==> src/rtl/dds_pkg.sv <==
// Shared definitions for the hop DDS scheduler: FSM state encoding and FTW width.
package dds_pkg;

  localparam int FTW_W = 32;

  localparam logic [2:0] S_IDLE      = 3'd0;
  localparam logic [2:0] S_FETCH     = 3'd1;
  localparam logic [2:0] S_REQ       = 3'd2;
  localparam logic [2:0] S_WAIT_ACK  = 3'd3;
  localparam logic [2:0] S_WAIT_DONE = 3'd4;
  localparam logic [2:0] S_ADV       = 3'd5;

endpackage

==> src/rtl/hop_table_ram.sv <==
// Hop FTW table: synchronous write, registered read. A same-clock write to the
// address being read returns the previous contents.
module hop_table_ram #(
  parameter int ADDR_W = 4,
  parameter int DATA_W = 32
) (
  input  logic              i_clk,
  input  logic              i_wr_en,
  input  logic [ADDR_W-1:0] i_wr_addr,
  input  logic [DATA_W-1:0] i_wr_data,
  input  logic              i_rd_en,
  input  logic [ADDR_W-1:0] i_rd_addr,
  output logic [DATA_W-1:0] o_rd_data
);

  logic [DATA_W-1:0] r_mem [2**ADDR_W];
  logic [DATA_W-1:0] r_rd_data;

  always_ff @(posedge i_clk) begin
    if (i_wr_en) r_mem[i_wr_addr] <= i_wr_data;
    if (i_rd_en) r_rd_data <= r_mem[i_rd_addr];
  end

  assign o_rd_data = r_rd_data;

endmodule

==> src/rtl/dds_hop_scheduler.sv <==
// Table-driven frequency-hop sequencer: each accepted hop trigger fetches the next
// FTW, issues one update to the DDS controller and tracks its busy handshake.
module dds_hop_scheduler
  import dds_pkg::*;
#(
  parameter int TBL_ADDR_W  = 4,
  parameter int ACK_TIMEOUT = 64,
  parameter int FTW_W       = dds_pkg::FTW_W
) (
  input  logic                  i_clk,
  input  logic                  i_rst,
  input  logic                  i_enable,
  input  logic                  i_tbl_wr_en,
  input  logic [TBL_ADDR_W-1:0] i_tbl_wr_addr,
  input  logic [FTW_W-1:0]      i_tbl_wr_data,
  input  logic [TBL_ADDR_W:0]   i_tbl_len,
  input  logic                  i_frame_start,
  input  logic                  i_hop_trig,
  input  logic                  i_dds_busy,
  output logic                  o_dds_update,
  output logic [FTW_W-1:0]      o_dds_ftw_l,
  output logic [FTW_W-1:0]      o_dds_ftw_u,
  output logic [TBL_ADDR_W-1:0] o_hop_idx,
  output logic                  o_active,
  output logic                  o_overrun,
  output logic                  o_timeout_err
);

  localparam int IW    = TBL_ADDR_W + 1;
  localparam int TMR_W = (ACK_TIMEOUT > 1) ? $clog2(ACK_TIMEOUT) : 1;
  localparam logic [IW-1:0]    DEPTH    = IW'(2**TBL_ADDR_W);
  localparam logic [TMR_W-1:0] TMR_LAST = TMR_W'(ACK_TIMEOUT - 1);

  logic [2:0]            r_state;
  logic [IW-1:0]         r_nidx;
  logic [IW-1:0]         r_len;
  logic [TMR_W-1:0]      r_timer;
  logic [FTW_W-1:0]      r_ftw;
  logic [TBL_ADDR_W-1:0] r_hop_idx;
  logic                  r_update;
  logic                  r_overrun;

  logic                  w_accept;
  logic                  w_timeout;
  logic [TBL_ADDR_W-1:0] w_rd_addr;
  logic [FTW_W-1:0]      w_rd_data;
  logic [IW-1:0]         w_nidx_inc;
  logic [IW-1:0]         w_len_eff;

  assign w_accept   = (r_state == S_IDLE) && i_enable && i_hop_trig;
  assign w_timeout  = (r_state == S_WAIT_ACK) && !i_dds_busy && (r_timer == TMR_LAST);
  // A frame start in the trigger clock rewinds first, so the hop reads entry 0.
  assign w_rd_addr  = i_frame_start ? '0 : r_nidx[TBL_ADDR_W-1:0];
  assign w_nidx_inc = r_nidx + IW'(1);
  // Zero length means one entry; oversize lengths clamp to the table depth.
  assign w_len_eff  = (i_tbl_len == '0) ? IW'(1) :
                      (i_tbl_len > DEPTH) ? DEPTH : i_tbl_len;

  hop_table_ram #(
    .ADDR_W (TBL_ADDR_W),
    .DATA_W (FTW_W)
  ) u_tbl (
    .i_clk     (i_clk),
    .i_wr_en   (i_tbl_wr_en),
    .i_wr_addr (i_tbl_wr_addr),
    .i_wr_data (i_tbl_wr_data),
    .i_rd_en   (w_accept),
    .i_rd_addr (w_rd_addr),
    .o_rd_data (w_rd_data)
  );

  always_ff @(posedge i_clk) begin
    if (i_rst) begin
      r_state   <= S_IDLE;
      r_nidx    <= '0;
      r_len     <= IW'(1);
      r_timer   <= '0;
      r_ftw     <= '0;
      r_hop_idx <= '0;
      r_update  <= 1'b0;
      r_overrun <= 1'b0;
    end else begin
      r_update  <= 1'b0;
      r_overrun <= i_hop_trig && i_enable && (r_state != S_IDLE);
      case (r_state)
        S_IDLE: if (w_accept) r_state <= S_FETCH;
        S_FETCH: begin
          r_ftw     <= w_rd_data;
          r_hop_idx <= r_nidx[TBL_ADDR_W-1:0];
          r_update  <= 1'b1;
          r_state   <= S_REQ;
        end
        S_REQ: begin
          r_timer <= '0;
          r_state <= S_WAIT_ACK;
        end
        S_WAIT_ACK: begin
          if (i_dds_busy)                r_state <= S_WAIT_DONE;
          else if (r_timer == TMR_LAST)  r_state <= S_ADV;
          else                           r_timer <= r_timer + TMR_W'(1);
        end
        S_WAIT_DONE: if (!i_dds_busy) r_state <= S_ADV;
        S_ADV: begin
          r_nidx  <= (w_nidx_inc >= r_len) ? '0 : w_nidx_inc;
          r_state <= S_IDLE;
        end
        default: r_state <= S_IDLE;
      endcase
      // Placed after the FSM so a rewind overrides the ADV increment.
      if (i_frame_start) begin
        r_nidx <= '0;
        r_len  <= w_len_eff;
      end
    end
  end

  assign o_dds_update  = r_update;
  assign o_dds_ftw_l   = r_ftw;
  assign o_dds_ftw_u   = r_ftw;
  assign o_hop_idx     = r_hop_idx;
  assign o_active      = (r_state != S_IDLE);
  assign o_overrun     = r_overrun;
  assign o_timeout_err = w_timeout;

endmodule

==> config.mk <==
export PLATFORM = sky130hd
export DESIGN_NAME = dds_hop_scheduler
export DESIGN_NICKNAME = d
export VERILOG_FILES = /design/src/rtl/dds_pkg.sv /design/src/rtl/hop_table_ram.sv /design/src/rtl/dds_hop_scheduler.sv
export SDC_FILE = /design/constraint.sdc
export NUM_CORES = 1
export LEC_CHECK = 0
export CORE_ASPECT_RATIO = 1.4
export CORE_MARGIN = 5
export CORE_UTILIZATION = 30
export DETAILED_ROUTE_END_ITERATION = 6
export PLACE_DENSITY = 0.44
export SKIP_LAST_GASP = 1
export SLEW_MARGIN = 10
export SYNTH_ARGS = -nofsm -noshare
export SYNTH_HDL_FRONTEND = slang
export SYNTH_SLANG_ARGS = --single-unit
==> constraint.sdc <==
create_clock -name i_clk -period 5.7 [get_ports i_clk]
set_clock_uncertainty 0.05 [all_clocks]
set_input_delay 1.71 -clock i_clk [delete_from_list [all_inputs] [get_ports i_clk]]
set_output_delay 1.71 -clock i_clk [all_outputs]
set_load 0.01 [all_outputs]
==> report_table.html <==
<table>
<tr><th>Metric</th><th>Value</th></tr>
<tr><th colspan="2">Floorplanning</th></tr>
<tr><td>Die span in x</td><td>between 200 and 250 µm</td></tr>
<tr><td>DIE AREA</td><td>85000 µm²</td></tr>
<tr><td>Cell row count</td><td>roughly 120</td></tr>
<tr><td>Area of the core region</td><td>78770 µm²</td></tr>
<tr><td>Y dimension of the die</td><td>between 300 and 400 µm</td></tr>
<tr><td>Starting density of the core</td><td>0.3016</td></tr>
<tr><td>Count of boundary I/O pins</td><td>120</td></tr>
<tr><th colspan="2">Outcome</th></tr>
<tr><td>Outcome</td><td>completed</td></tr>
<tr><th colspan="2">Global routing</th></tr>
<tr><td>Wire length of the first global-routing pass</td><td>90540 µm</td></tr>
<tr><td>GR Layer Usage met3</td><td>0.02322</td></tr>
<tr><td>Remaining global-route overflow</td><td>0</td></tr>
<tr><td>Global router's overall resource usage</td><td>0.1411</td></tr>
<tr><td>Initial antenna violation count</td><td>4</td></tr>
<tr><td>Fraction of met2 tracks used by global routing</td><td>0.2345</td></tr>
<tr><td>Met1 Use GR</td><td>0.1954</td></tr>
<tr><td>Routing layer with the top usage in global route</td><td>met2</td></tr>
<tr><td>Vias in the first global route</td><td>13682</td></tr>
<tr><td>Maximum number of pins on one net before global-route repair</td><td>110</td></tr>
<tr><th colspan="2">Synthesis</th></tr>
<tr><td>Top-count cell post-synth</td><td>edfxtp_1</td></tr>
<tr><td>Multiplexer share of the synthesized area</td><td>0.06030</td></tr>
<tr><td>Count of unique library cells instantiated by Yosys</td><td>44</td></tr>
<tr><td>Post-synth EDFFs</td><td>544</td></tr>
<tr><td>Leading cell types by count after synthesis</td><td>544 x edfxtp_1, 211 x nand2_1, 173 x a21oi_1, 70 x inv_1, 65 x a31oi_1</td></tr>
<tr><td>Syn nets</td><td>1672</td></tr>
<tr><td>Leading post-synthesis cells by cell area</td><td>edfxtp_1 69%, dfxtp_1 4.8%, a21oi_1 3.6%</td></tr>
<tr><td>Sequential share of the synthesized area</td><td>0.7356</td></tr>
<tr><td>Most instantiated flip-flop cell in the synthesis netlist</td><td>edfxtp_1</td></tr>
<tr><td>Dominant combinational cell family by area after synthesis</td><td>compound AO/OA/AOI/OAI gates</td></tr>
<tr><td>Share of async-settable or async-resettable flops after synthesis</td><td>0</td></tr>
<tr><td>Top-area cell type share of the netlist area</td><td>0.6876</td></tr>
<tr><td>Xor-xnor portion of the synthesized cell area</td><td>0.001106</td></tr>
<tr><td>Total of warnings raised by yosys</td><td>0</td></tr>
<tr><td>Synthesized instance count</td><td>1617</td></tr>
<tr><td>Compound-gate portion of the synthesized area</td><td>0.1020</td></tr>
<tr><td>Mapped Area</td><td>23760 µm²</td></tr>
<tr><td>Synthesized area divided by synthesized cell count</td><td>around 15 µm²</td></tr>
<tr><td>Post-synthesis simple-gate area fraction</td><td>0.05540</td></tr>
<tr><td>Register bit total from synthesis</td><td>601</td></tr>
<tr><td>Synth area leader</td><td>edfxtp_1</td></tr>
<tr><td>Adder-cell share of the synthesized area</td><td>0.003686</td></tr>
<tr><th colspan="2">Placement</th></tr>
<tr><td>Detailed placer's ending HPWL</td><td>between 30000 and 40000 µm</td></tr>
<tr><td>Post-placement cell count</td><td>about 2700</td></tr>
<tr><td># port buffers</td><td>119</td></tr>
<tr><td>Placer congestion estimate</td><td>0.7121</td></tr>
<tr><td>Placed inst area</td><td>26060 µm²</td></tr>
<tr><th colspan="2">Clock network</th></tr>
<tr><td>Inserted Clock Buffers</td><td>58</td></tr>
<tr><td>CTS H-Tree Depth</td><td>2</td></tr>
<tr><td>Worst skew pair latency</td><td>approximately 0.63 ns</td></tr>
<tr><td>Total of hold buffers inserted after clock tree synthesis</td><td>0</td></tr>
<tr><td>TritonCTS clock tree</td><td>built</td></tr>
<tr><td>Sinks on Clock Net</td><td>601</td></tr>
<tr><td>Post-CTS setup repair buffer count</td><td>0</td></tr>
<tr><td>CTS root buf</td><td>clkbuf_16</td></tr>
<tr><td>Max Buffers Root-to-Sink</td><td>3</td></tr>
<tr><td>Resize count post-CTS</td><td>0</td></tr>
<tr><td>Register clock-pin slew on the reported worst setup and hold paths</td><td>0.06 ns</td></tr>
<tr><th colspan="2">Drt</th></tr>
<tr><td>Post-route antenna net violation count</td><td>0</td></tr>
<tr><td>Total detailed-routing wirelength</td><td>61150 µm</td></tr>
<tr><td>Vias after detailed routing</td><td>13537</td></tr>
<tr><td>Routed wire per std cell</td><td>between 20 and 25 µm</td></tr>
<tr><td>DRC violation total after the first TritonRoute iteration</td><td>998</td></tr>
<tr><td>DRT Pass-1 Iters</td><td>5</td></tr>
<tr><td>DRC</td><td>0</td></tr>
<tr><td>Per-cell via count in the routed design</td><td>4.829</td></tr>
<tr><th colspan="2">Worst hold path</th></tr>
<tr><td>Min-Delay Endpoint</td><td>o_hop_idx[2]</td></tr>
<tr><td>Startpoint of the tightest hold check path</td><td>o_hop_idx[2]</td></tr>
<tr><td>Number of cells on the worst hold path</td><td>2</td></tr>
<tr><td>Class of the most critical hold timing path</td><td>flip-flop to flip-flop</td></tr>
<tr><th colspan="2">STA</th></tr>
<tr><td>Worst max-slew margin expressed relative to the limit</td><td>0.3686</td></tr>
<tr><td>Highest clock rate</td><td>0.2056 GHz</td></tr>
<tr><td>Fin Setup TNS</td><td>0 ns</td></tr>
<tr><td>Period minus WS final</td><td>4.865 ns</td></tr>
<tr><td>RSZ-0062 raised after global routing</td><td>false</td></tr>
<tr><td>Count of final setup violators</td><td>0</td></tr>
<tr><td>Actual transition at the worst max-transition pin</td><td>0.9449 ns</td></tr>
<tr><td>Hold Vio Cnt, Final</td><td>0</td></tr>
<tr><td>Number of slew-limit violations in the final report</td><td>0</td></tr>
<tr><td>Crit share post-route</td><td>0.8535</td></tr>
<tr><th colspan="2">Worst setup path</th></tr>
<tr><td>Critical path class</td><td>input port to output pin</td></tr>
<tr><td>Number of cells on the worst reg-to-reg path</td><td>6</td></tr>
<tr><td>Critical Path Sink Type</td><td>output pin</td></tr>
<tr><td>Worst endpoint data arrival time</td><td>3.10 ns</td></tr>
<tr><td>Setup slack of the most critical reg-to-reg path</td><td>2.64 ns</td></tr>
<tr><td>Worst setup SP type</td><td>input port</td></tr>
<tr><td>Startpoint of the most critical register-to-register path</td><td>r_nidx[0]</td></tr>
<tr><td>Required time of the critical path</td><td>3.94 ns</td></tr>
<tr><td>Reg2Reg Capture Point</td><td>u_tbl.o_rd_data[2]</td></tr>
<tr><td>Maximum fanout encountered on the critical timing path</td><td>6</td></tr>
<tr><th colspan="2">Finish</th></tr>
<tr><td>Area overhead of the layout relative to synthesis</td><td>17.42%</td></tr>
<tr><td>Filler instances</td><td>7644</td></tr>
<tr><td>End-of-flow core utilization</td><td>0.3542</td></tr>
<tr><td>Final instance area</td><td>around 28000 µm²</td></tr>
<tr><td>Share of layout cells above drive strength 1</td><td>0.1431</td></tr>
<tr><td>NumNets Final</td><td>1752</td></tr>
<tr><td>Multi-input gate area</td><td>~5400 µm²</td></tr>
<tr><td>Finished Layout Cells</td><td>2803</td></tr>
<tr><td>Storage cell area</td><td>roughly 17000 µm²</td></tr>
<tr><th colspan="2">Pwr</th></tr>
<tr><td>Static Leakage</td><td>roughly 8.9 nW</td></tr>
<tr><td>Proportion of total power due to net switching</td><td>0.2144</td></tr>
<tr><td>Switching pwr</td><td>0.001942 W</td></tr>
<tr><td>Sequential power share</td><td>0.546</td></tr>
<tr><td>Clock power frac</td><td>0.415</td></tr>
<tr><td>Worst ir drop on vdd</td><td>279.1 µV</td></tr>
<tr><td>Internal portion of total power</td><td>0.007115 W</td></tr>
<tr><td>Relative contribution of combinational cells to total power</td><td>0.039</td></tr>
<tr><td>Power Density</td><td>~320 nW/µm²</td></tr>
<tr><td>Overall power of the completed layout</td><td>0.009057 W</td></tr>
<tr><th colspan="2">Run</th></tr>
<tr><td>Number of max-cap violations</td><td>0</td></tr>
</table>
==> cells in the final DEF (no fill, tap or decap), types with 4 or more instances in the layout <==
cell type	instances
clkbuf_1	15
o21ai_0	60
o21ai_1	9
clkinv_2	14
buf_12	6
nor3_2	4
o21a_1	4
mux2_2	33
dfxtp_1	54
a221oi_1	4
nor2_4	13
buf_4	33
ha_1	7
o22ai_1	32
clkdlybuf4s50_1	117
nand2_1	210
nand2b_1	5
mux2i_1	34
inv_1	70
a21oi_1	173
a31oi_1	65
clkinv_1	9
clkbuf_16	59
nor2_1	11
edfxtp_1	544
mux4_2	32
nor3_1	7
a22oi_1	5
a221oi_2	29
nand3_1	38
==> metrics by stage <==
stage | setup slack, ns | hold slack (ns)
after global placement | 0.8302 | 0.4002
final | 0.8352 | 0.4073
after detailed placement | 0.8195 | 0.4029
after CTS | 0.8169 | 0.4120
after floorplan | 0.7604 | 0.3949
after global routing | 0.7459 | 0.4214
==> metal layers <==
metal	vias to the layer above	part of all wire
met2	252	0.48
met1	6965	0.45
li1	6247	-
met3	69	0.045
met4	4	0.017
met5	-	0.00039
==> cell type report <==
cell class              count  area share
well taps                1054     0.04727
inverters                  70    0.009419
multi-input cells         808      0.1951
clock buffers              76     0.05593
diodes                      2   0.0001794
flip-flops and latches    601      0.6268
clock inverters            34    0.009733
repair buffers            158     0.05553
==> registers in the layout (all words and copies together), names as in the netlist <==
name	cells
o_hop_idx	4
u_tbl.o_rd_data	32
r_state	3
r_timer	6
r_len	5
o_dds_update	1
r_nidx	5
o_dds_ftw_l	32
o_overrun	1
u_tbl.r_mem	512
==> power groups by stage <==
stage | clock network [W] | logic [W] | registers, W
global placement | 0 | 0.000358 | 0.00504
CTS | 0.00388 | 0.000364 | 0.00495
finish | 0.00376 | 0.000353 | 0.00495
detailed placement | 0 | 0.000363 | 0.00504
floorplan | 0 | 0.000148 | 0.00504
global route | 0.00406 | 0.000385 | 0.00496
==> cell families (layout without fill, tap and decap cells) <==
| logic type | Yosys count | in the layout |
|---|---|---|
| buffers and inverters | 208 | 338 |
| adder cells (fa/ha/maj) | 7 | 7 |
| other | 0 | 2 |
| XOR/XNOR | 3 | 3 |
| AND/OR/NAND/NOR | 311 | 311 |
| AO/OA/AOI/OAI | 388 | 388 |
| flip-flops | 601 | 601 |
| multiplexers | 99 | 99 |
==> worst max-delay path by stage <==
stage                      from                end  slack [ns]
6_report             i_dds_busy      o_timeout_err        0.84
5_1_grt              i_dds_busy      o_timeout_err        0.75
4_1_cts              i_dds_busy      o_timeout_err        0.82
3_5_place_dp         i_dds_busy      o_timeout_err        0.82
3_3_place_gp         i_dds_busy      o_timeout_err        0.83
2_1_floorplan  i_tbl_wr_addr[2]  u_tbl.r_mem[0][0]        0.76
==> worst max-delay path, cell delays in order <==
cell,delay [ns]
clkdlybuf4s50_1,0.50
nor4_1,0.31
clkdlybuf4s50_1,0.58
(Power assumes the default switching activity.)
